### src/rtl/pool_result_collector.sv
// Captures one frame of pooled accelerator samples into a buffer and serves
// host reads once complete. Define POOL_COLLECTOR_MAX_TRACK_EN to track the frame maximum.
module pool_result_collector #(
    parameter  int N     = 16,
    parameter  int OUT_W = 2,
    localparam int DEPTH = OUT_W * OUT_W,
    localparam int AW    = (DEPTH > 1) ? $clog2(DEPTH) : 1
) (
    input  logic          clk,
    input  logic          rst,
    input  logic          start,
    input  logic [N-1:0]  din,
    input  logic          din_valid,
    input  logic          rd_en,
    input  logic [AW-1:0] rd_addr,
    output logic [N-1:0]  rd_data,
    output logic          rd_valid,
    output logic          busy,
    output logic          frame_done,
    output logic          overflow,
    output logic [AW:0]   count,
    output logic [N-1:0]  frame_max
);

    typedef enum logic [1:0] {
        IDLE    = 2'd0,
        COLLECT = 2'd1,
        DONE    = 2'd2
    } state_t;

    localparam logic [AW:0] DEPTH_C = DEPTH[AW:0];

    state_t        state_q, state_d;
    logic [AW:0]   count_q, count_d;
    logic          overflow_q, overflow_d;
    logic [N-1:0]  rd_data_q, rd_data_d;
    logic          rd_valid_q, rd_valid_d;
    logic          wr_en;
    logic [AW-1:0] wr_addr;
    logic          addr_ok;

    logic [N-1:0]  mem [DEPTH];

    assign wr_addr = count_q[AW-1:0];
    assign addr_ok = ({1'b0, rd_addr} < DEPTH_C);

    always_comb begin
        state_d    = state_q;
        count_d    = count_q;
        overflow_d = overflow_q;
        rd_data_d  = rd_data_q;
        rd_valid_d = 1'b0;
        wr_en      = 1'b0;

        // Read path looks only at the current state, so a same-cycle start
        // in DONE still returns the pre-restart contents.
        if (state_q == DONE && rd_en) begin
            rd_valid_d = 1'b1;
            rd_data_d  = addr_ok ? mem[rd_addr] : '0;
        end

        case (state_q)
            COLLECT: begin
                if (start) begin
                    count_d    = '0;
                    overflow_d = 1'b0;
                end else if (din_valid) begin
                    wr_en   = 1'b1;
                    count_d = count_q + 1'b1;
                    if (count_q == DEPTH_C - 1'b1)
                        state_d = DONE;
                end
            end
            IDLE, DONE: begin
                if (start) begin
                    state_d    = COLLECT;
                    count_d    = '0;
                    overflow_d = 1'b0;
                end else if (din_valid) begin
                    overflow_d = 1'b1;
                end
            end
            default: state_d = IDLE;
        endcase
    end

    always_ff @(posedge clk or negedge rst) begin
        if (!rst) begin
            state_q    <= IDLE;
            count_q    <= '0;
            overflow_q <= 1'b0;
            rd_data_q  <= '0;
            rd_valid_q <= 1'b0;
        end else begin
            state_q    <= state_d;
            count_q    <= count_d;
            overflow_q <= overflow_d;
            rd_data_q  <= rd_data_d;
            rd_valid_q <= rd_valid_d;
        end
    end

    // Sample storage carries no reset so it can map onto RAM.
    always_ff @(posedge clk) begin
        if (wr_en)
            mem[wr_addr] <= din;
    end

`ifdef POOL_COLLECTOR_MAX_TRACK_EN
    logic [N-1:0] frame_max_q, frame_max_d;

    always_comb begin
        frame_max_d = frame_max_q;
        if (start)
            frame_max_d = '0;
        else if (wr_en && din > frame_max_q)
            frame_max_d = din;
    end

    always_ff @(posedge clk or negedge rst) begin
        if (!rst)
            frame_max_q <= '0;
        else
            frame_max_q <= frame_max_d;
    end

    assign frame_max = frame_max_q;
`else
    assign frame_max = '0;
`endif

    assign rd_data    = rd_data_q;
    assign rd_valid   = rd_valid_q;
    assign busy       = (state_q == COLLECT);
    assign frame_done = (state_q == DONE);
    assign overflow   = overflow_q;
    assign count      = count_q;

endmodule

### config.mk
export PLATFORM = sky130hd
export DESIGN_NAME = pool_result_collector
export DESIGN_NICKNAME = d
export VERILOG_FILES = /design/src/rtl/pool_result_collector.sv
export SDC_FILE = /design/constraint.sdc
export NUM_CORES = 1
export LEC_CHECK = 0
export CORE_UTILIZATION = 35
export CTS_CLUSTER_DIAMETER = 30
export CTS_CLUSTER_SIZE = 30
export DETAILED_ROUTE_END_ITERATION = 10
export PLACE_DENSITY_LB_ADDON = 0.3
export SLEW_MARGIN = 20
export SYNTH_ARGS = -nofsm -noshare
export SYNTH_HDL_FRONTEND = slang
export SYNTH_SLANG_ARGS = --single-unit
### constraint.sdc
create_clock -name clk -period 2.1 [get_ports clk]
set_input_delay 0.42 -clock clk [delete_from_list [all_inputs] [get_ports clk]]
set_output_delay 0.42 -clock clk [all_outputs]
set_load 0.1 [all_outputs]
### Yosys cells after proc, flatten, opt, wreduce, memory -nomap -nowiden

Memories as Yosys holds them, arrays and structs flattened. A register that Yosys moved wholly into a read port is not among the register bits.
Cells that the tools add are included.

* register bits: 7
* bits in writable memories: 64
* bits of input ports: 23
* memories kept: 1

Memories
* mem: depth 4, bits a word 16, rd ports 1, clocked after Yosys merged registers in 1, wr ports 1, line 42 `logic [N-1:0] mem [DEPTH];`

* add/subtract/negate cells: 1
* equality and inequality tests: 10
* muxes and demuxes: 19
* reduce and logical (&&, ||, !) cells: 8

Operators with widths (count)
* 2-to-1 mux 1 bit: 9
* 2-to-1 mux 3 bit: 3
* 2-to-1 mux 2 bit: 4
* inequality test 2 bit (second input constant): 4
* inequality test 3 bit (second input constant): 2
* one-hot mux 3 bit (2 select lines): 1
* AND reduction 3 bit: 2
* one-hot mux 2 bit (2 select lines): 1
* AND reduction 4 bit: 1
* adder 3 x 1 -> 3 bit (second input constant): 1
* == test 3 x 2 -> 1 bit (second input constant): 1
* == test 2 x 1 -> 1 bit (second input constant): 1
* == test 2 bit (second input constant): 1
* logical NOT 2 bit: 1
* inequality test 2 x 1 -> 1 bit (second input constant): 1
* one-hot mux 1 bit (2 select lines): 1
* nonzero test 2 bit: 1
* OR reduction 2 bit: 1
* logical AND 1 bit: 1
* logical NOT 1 bit: 1

### Logic depth before layout (Yosys ltp)

Gate-level depths: netlist of run 1.

* depth after elaboration: 5
* gate-level depth with buffers: 5

### Worst setup path before layout of run 1

OpenSTA, ideal clock, no wires.

* path kind: reg2reg
* start: reg count_q[0] (netlist: count[0])
* end: mem mem[3][0] (enable)
* setup time: 0.374 ns
* arrival time: 1.727 ns
* required time: 1.726 ns
* path slack: 0.000 ns
* cell stages (with the launch flop): 3
* buffers on the path: 0
* cell sequence: dfrtp_1 -> ha_1 -> and2_1

RTL lines
* start: declaration: line 34 `logic [AW:0] count_q, count_d;`
* start signal: assignment: line 96 `count_q <= count_d;`
* end: declaration: line 42

Straight into the memory's write port.

### Worst setup path in the final report of run 1

* start: reg state_q[0]
* end: out frame_done

* cells in the longest elaborated chain, start to end: 1

RTL lines
* start: declaration: line 33 `state_t state_q, state_d;`
* start signal: assignment: line 95 `state_q <= state_d;`
* == test 2 bit: line 135 `assign frame_done = (state_q == DONE);`
* end: declaration: line 19 `output logic frame_done,`

Every way passes these cells.

==> reports/results.tsv, run 1 <==
metric	value	unit
status	completed	
synthArstFlopShare	0.264	
period_share	0.877	
synthAdderAreaFrac	0.0175	
drt_iter0_markers	63	
antenna_left	0	
rows	36	
yosys.area_share.simple	0.0575	
synth-compound-area-share	0.0771	
grt_usage	0.132	
synthFlopType	edfxtp_1	
core_area	9820	um^2
drc_errors	0	
worst_setup_path_start_kind	flop	
synthMuxAreaShare	0.0897	
syn_area_per_cell	16.4	um^2
timing.fmax	543	MHz
die_width	103	um
fin_tns_setup	0	ps
io_buffers	45	
synth_edf_count	64	
critical-path-slowest-cell	dfrtp_1	
multi_input_area	923	um^2
worst-setup-path-type	reg -> out	
clock_skew	7.70	ps
synth_warnings	0	
worstPathRequired	1680	ps
synthDistinctLibCells	29	
firstDrtPassIters	4	
max_cap_viol_count	0	
gp_congestion	0.748	
worstHoldPathType	in -> async	
grt_pass1_wl	10.1	mm
clk-insertion-delay-late	360	ps
layout.area.seq	2500	um^2
postCtsSetupBuffers	0	
worstPathMaxFanout	12	
cts_buffers	9	
grt_pass1_vias	1883	
netlist_instances	218	
cp-end-kind	output pin	
critPathMaxStageDelay	510	ps
h-tree-depth	3	
finalNetCount	301	
dieArea	10600	um^2
critPathLaunch	state_q[0]	
rsz0062_at_grt	no	
cts.sinks	87	
diodes	0	
cts_hold_buffers	0	
grt_max_degree	24	
finalMaxSlewViolations	0	
reg2reg_from	state_q[0]	
power_density	798	nW/um^2
wirelength	6.45	mm
hpwl	4.13	mm
grt_overflow	0	
cts.path.max_buffers	2	
busiest_layer	met2	
synth_xor_area_frac	0	
grt_use_met3	0.0217	
min_period	1840	ps
yosysSeqAreaShare	0.699	
postLayoutCellArea	4350	um^2
synth-seq-cells	87	
synth.cell_area	3570	um^2
crit_chain	and2b_4 > buf_12	
num-fill-cells	926	
dpl_cell_area	4150	um^2
clk_pin_slew	90	ps
gr-usage-met1	0.171	
cts_resized	0	
vias	1891	
arrival	1420	ps
use_met2	0.218	
p_leak	1.72	nW
drt-wirelength-per-cell	15.7	um
hold_violations	0	
fin_util	0.443	
start_util	0.364	
synth_top_family_by_area	multiplexers	
cts_tree	done	
vias_per_cell	4.60	
area_growth	21.9	%
drive_gt1_frac	0.241	
cts-root-buf	clkbuf_8	
antenna_found_initial	0	
die-height	103	um
setup_viol	0	
whs	431	ps
ir_worst_vdd	0.349	mV
io_pins	62	
## per-stage QoR
| stage | cells | setup WS (ps) | power (mW) |
|---|---|---|---|
| finish | 411 | 257 | 3.48 |
| global route | 411 | 206 | 3.59 |
| CTS | 411 | 242 | 3.50 |
| detailed placement | 395 | 126 | 2.33 |
| global placement | 395 | 155 | 2.33 |
| floorplan | 233 | 5.03 | 2.23 |
## final cells by class
| type | count | area share |
|---|---|---|
| clock buffers | 9 | 0.0284 |
| clock inverters | 7 | 0.0184 |
| inverters | 5 | 0.00431 |
| multi-input cells | 116 | 0.212 |
| flip-flops and latches | 87 | 0.574 |
| well taps | 133 | 0.0382 |
| repair buffers | 54 | 0.125 |
## state kept, by name, summed over array words and instances (netlist names)
name      flops
count         3
mem          64
overflow      1
rd_data      16
rd_valid      1
state_q       2
## report_power, final
group	switching [mW]	internal, mW	leakage, nW
clock network	0.620	0.566	0.102
registers	0.0178	1.89	0.895
logic	0.279	0.102	0.728
## layer usage
metal	routed length (um)	vias up
met2	3130	43
met1	3010	939
met3	196	11
met5	0	-
li1	-	898
met4	108	0
## cells by family after synthesis
family / Yosys count
buf+inv: 30
fa+ha+maj: 5
other cells: 1
mux: 32
flops: 87
compound gates: 27
simple gates: 36
## cells in the mapped netlist, types with 2 or more instances
cell      number  share of area
nand2_1       22          0.023
mux2i_1       32          0.090
nand3_1        2         0.0028
inv_1          5         0.0053
buf_6          3         0.0095
and2_1         4         0.0070
dfrtp_1       23           0.16
edfxtp_1      64           0.54
ha_1           5          0.018
o21ai_0        3         0.0042
buf_4         18          0.038
a21oi_1        4         0.0056
buf_2          3         0.0042
o221ai_1       5          0.012
o221ai_2      11          0.046
## worst max-delay path: cells and delay by family (launching register included)
kind	cells	cell delay (ps)
DFF	1	510
and+or+nand+nor	1	380
buffers and inverters	1	190
## cells in the final DEF, fill, tap and decap left out
master / count
edfxtp_1: 64
mux2i_1: 32
buf_4: 25
nand2_1: 22
dfrtp_1: 22
clkdlybuf4s50_1: 21
conb_1: 16
o221ai_2: 11
clkbuf_8: 9
buf_12: 7
inv_1: 5
o221ai_1: 5
ha_1: 5
and2_1: 4
a21oi_1: 4
o21ai_0: 3
nand3_1: 2
inv_6: 2
and2b_4: 1
and2b_2: 1
nor3_1: 1
nand3b_2: 1
nand3b_4: 1
nand3_4: 1
or3b_4: 1
a22o_1: 1
o211ai_1: 1
a31oi_1: 1
nor2_1: 1
a2bb2oi_1: 1
clkinvlp_4: 1
inv_8: 1
bufinv_16: 1
clkinv_4: 1
clkinv_2: 1
dfrtp_2: 1
buf_2: 1
## path summary, 6_finish.rpt
path / end / slack, ps / cells after the start
max: frame_done / 260 / 2
min: rd_data[1] / 430 / 2
max reg2reg: mem[0][12] / 490 / 4
min reg2reg: rd_data[12] / 500 / 2
max in group asynchronous: count[0] / 1400 / 2
min in group clk: rd_data[12] / 500 / 2
Power figures use the tool's default switching activity.
==> run 2, diff against run 1 <==
--- a/config.mk
+++ b/config.mk
@@ -6,7 +6,7 @@
 export NUM_CORES = 1
 export LEC_CHECK = 0
 export CORE_UTILIZATION = 35
-export CTS_CLUSTER_DIAMETER = 30
+export CTS_CLUSTER_DIAMETER = 40
 export CTS_CLUSTER_SIZE = 30
 export DETAILED_ROUTE_END_ITERATION = 10
 export PLACE_DENSITY_LB_ADDON = 0.3
==> results of run 2 <==
No change in the layout: final DEF, timing and power equal those of run 1.
==> run 3, diff against run 2 <==
--- a/config.mk
+++ b/config.mk
@@ -6,7 +6,8 @@
 export NUM_CORES = 1
 export LEC_CHECK = 0
 export CORE_UTILIZATION = 35
-export CTS_CLUSTER_DIAMETER = 40
+export CTS_BUF_LIST = sky130_fd_sc_hd__clkbuf_16
+export CTS_CLUSTER_DIAMETER = 80
 export CTS_CLUSTER_SIZE = 30
 export DETAILED_ROUTE_END_ITERATION = 10
 export PLACE_DENSITY_LB_ADDON = 0.3
==> constraint.sdc (replaced) <==
create_clock -name clk -period 1.6 [get_ports clk]
set_input_delay 0.32 -clock clk [delete_from_list [all_inputs] [get_ports clk]]
set_output_delay 0.32 -clock clk [all_outputs]
set_load 0.1 [all_outputs]
==> run 3 against run 2 <==
Against the previous run:
- count of clock-buffer cells in the layout grew 1
- non-clock buffer count up 9
- final cell count is 2.2% higher
==> reports/results.tsv, run 3 (same netlist as run 1, synthesis figures left out) <==
metric	value	unit
cts_tree	done	
wirelength	6.53	mm
ir_worst_vdd	0.571	mV
p_sw_frac	0.229	
hpwl	4.15	mm
largest_register	mem	
setup_ws	65.6	ps
finalMaxSlewViolations	0	
start_util	0.364	
grt_pass1_wl	10.4	mm
setup_viol	0	
drc_errors	0	
grt_usage	0.138	
vias	1944	
cts_buffers	9	
grt_use_met3	0.0359	
firstDrtPassIters	4	
finalPower	5.10	mW
min_period	1530	ps
power_density	1050	nW/um^2
reg2reg_slack	180	ps
area_growth	35.5	%
vias_per_cell	4.63	
cts-root-buf	clkbuf_16	
worstPathRequired	1280	ps
drt_iter0_markers	79	
hold_violations	0	
grt_pass1_vias	1951	
status	completed	
rr_worst_depth	6	
period_share	0.959	
grt_overflow	0	
grt_max_degree	33	
antenna_found_initial	0	
finalNetCount	310	
p_clk_frac	0.403	
clock_skew	9.24	ps
max_cap_viol_count	0	
cp-end-kind	output pin	
diodes	0	
cts.path.max_buffers	2	
p_leak	1.90	nW
largest_reg_flops	64	
drt-wirelength-per-cell	15.6	um
fin_tns_setup	0	ps
worstHoldPathType	in -> async	
gr-usage-met1	0.176	
combPwrFrac	0.104	
io_pins	62	
worst_setup_path_start_kind	flop	
pre_cts_ws	-221	ps
arrival	1210	ps
layout.cells.most_common_list	64 x edfxtp_1, 32 x mux2i_1, 31 x buf_12, 22 x nand2_1, 21 x clkdlybuf4s50_1	
cts.sinks	87	
use_met2	0.218	
fin_util	0.493	
h-tree-depth	3	
die_width	103	um
busiest_layer	met2	
clk_pin_slew	60	ps
gp_congestion	0.799	
clk-insertion-delay-late	330	ps
switching_power	1.17	mW
core_area	9820	um^2
seq_power_share	0.493	
worstPathMaxFanout	5	
worst-setup-path-type	reg -> out	
timing.fmax	652	MHz
rows	36	
io_buffers	45	
final_common_cell	edfxtp_1	
drive_gt1_frac	0.286	
die-height	103	um
internal_power	3.93	mW
rsz0062_at_grt	no	
antenna_left	0	
dieArea	10600	um^2
## run 3: layer usage
metal  vias to the layer above  routed length, um
li1                        918                  -
met1                       959               2910
met2                        57               3250
met3                        10                242
met4                         0                129
met5                         -                  0
## run 3: final cells by class
cell class / count / area [um^2]
Clock inverter: 6 / 51.3
Fill cell: 849 / 4980
Multi-Input combinational cell: 116 / 933
Sequential cell: 87 / 2510
Clock buffer: 10 / 250
Timing Repair Buffer: 63 / 911
Inverter: 5 / 18.8
Tap cell: 133 / 166
## run 3: through the flow
stage	instances	cell area, um^2	hold slack [ps]
2_1_floorplan	233	3640	24.4
3_3_place_gp	399	4490	517
3_5_place_dp	399	4490	532
4_1_cts	417	4810	362
5_1_grt	420	4840	388
6_report	420	4840	362
## run 3: power by group through the flow
stage	clock network, mW	logic (mW)	registers [mW]
after global routing	2.21	0.563	2.52
final	2.05	0.533	2.52
after global placement	0	0.526	2.56
after detailed placement	0	0.532	2.56
after CTS	2.10	0.536	2.52
after floorplan	0	0.316	2.61
## run 3: worst paths after layout
path,end,startpoint
max,frame_done,state_q[0]
min,rd_data[4],rst
max reg2reg,mem[3][7],state_q[0]
min reg2reg,rd_data[14],mem[2][14]
max in group asynchronous,count[1],rst
min in group clk,rd_data[14],mem[2][14]
## run 3: what timing repair did
action | CTS | global route
resized for setup | 2 | 2
endpoints found under the setup margin | 2 | 66
buffers inserted | 2 | 4
hold buffers | 0 | 0
## run 3: critical path: stages, from the launching register on
cell and delay [ps]:
dfrtp_2 430, and2b_4 280, buf_12 170
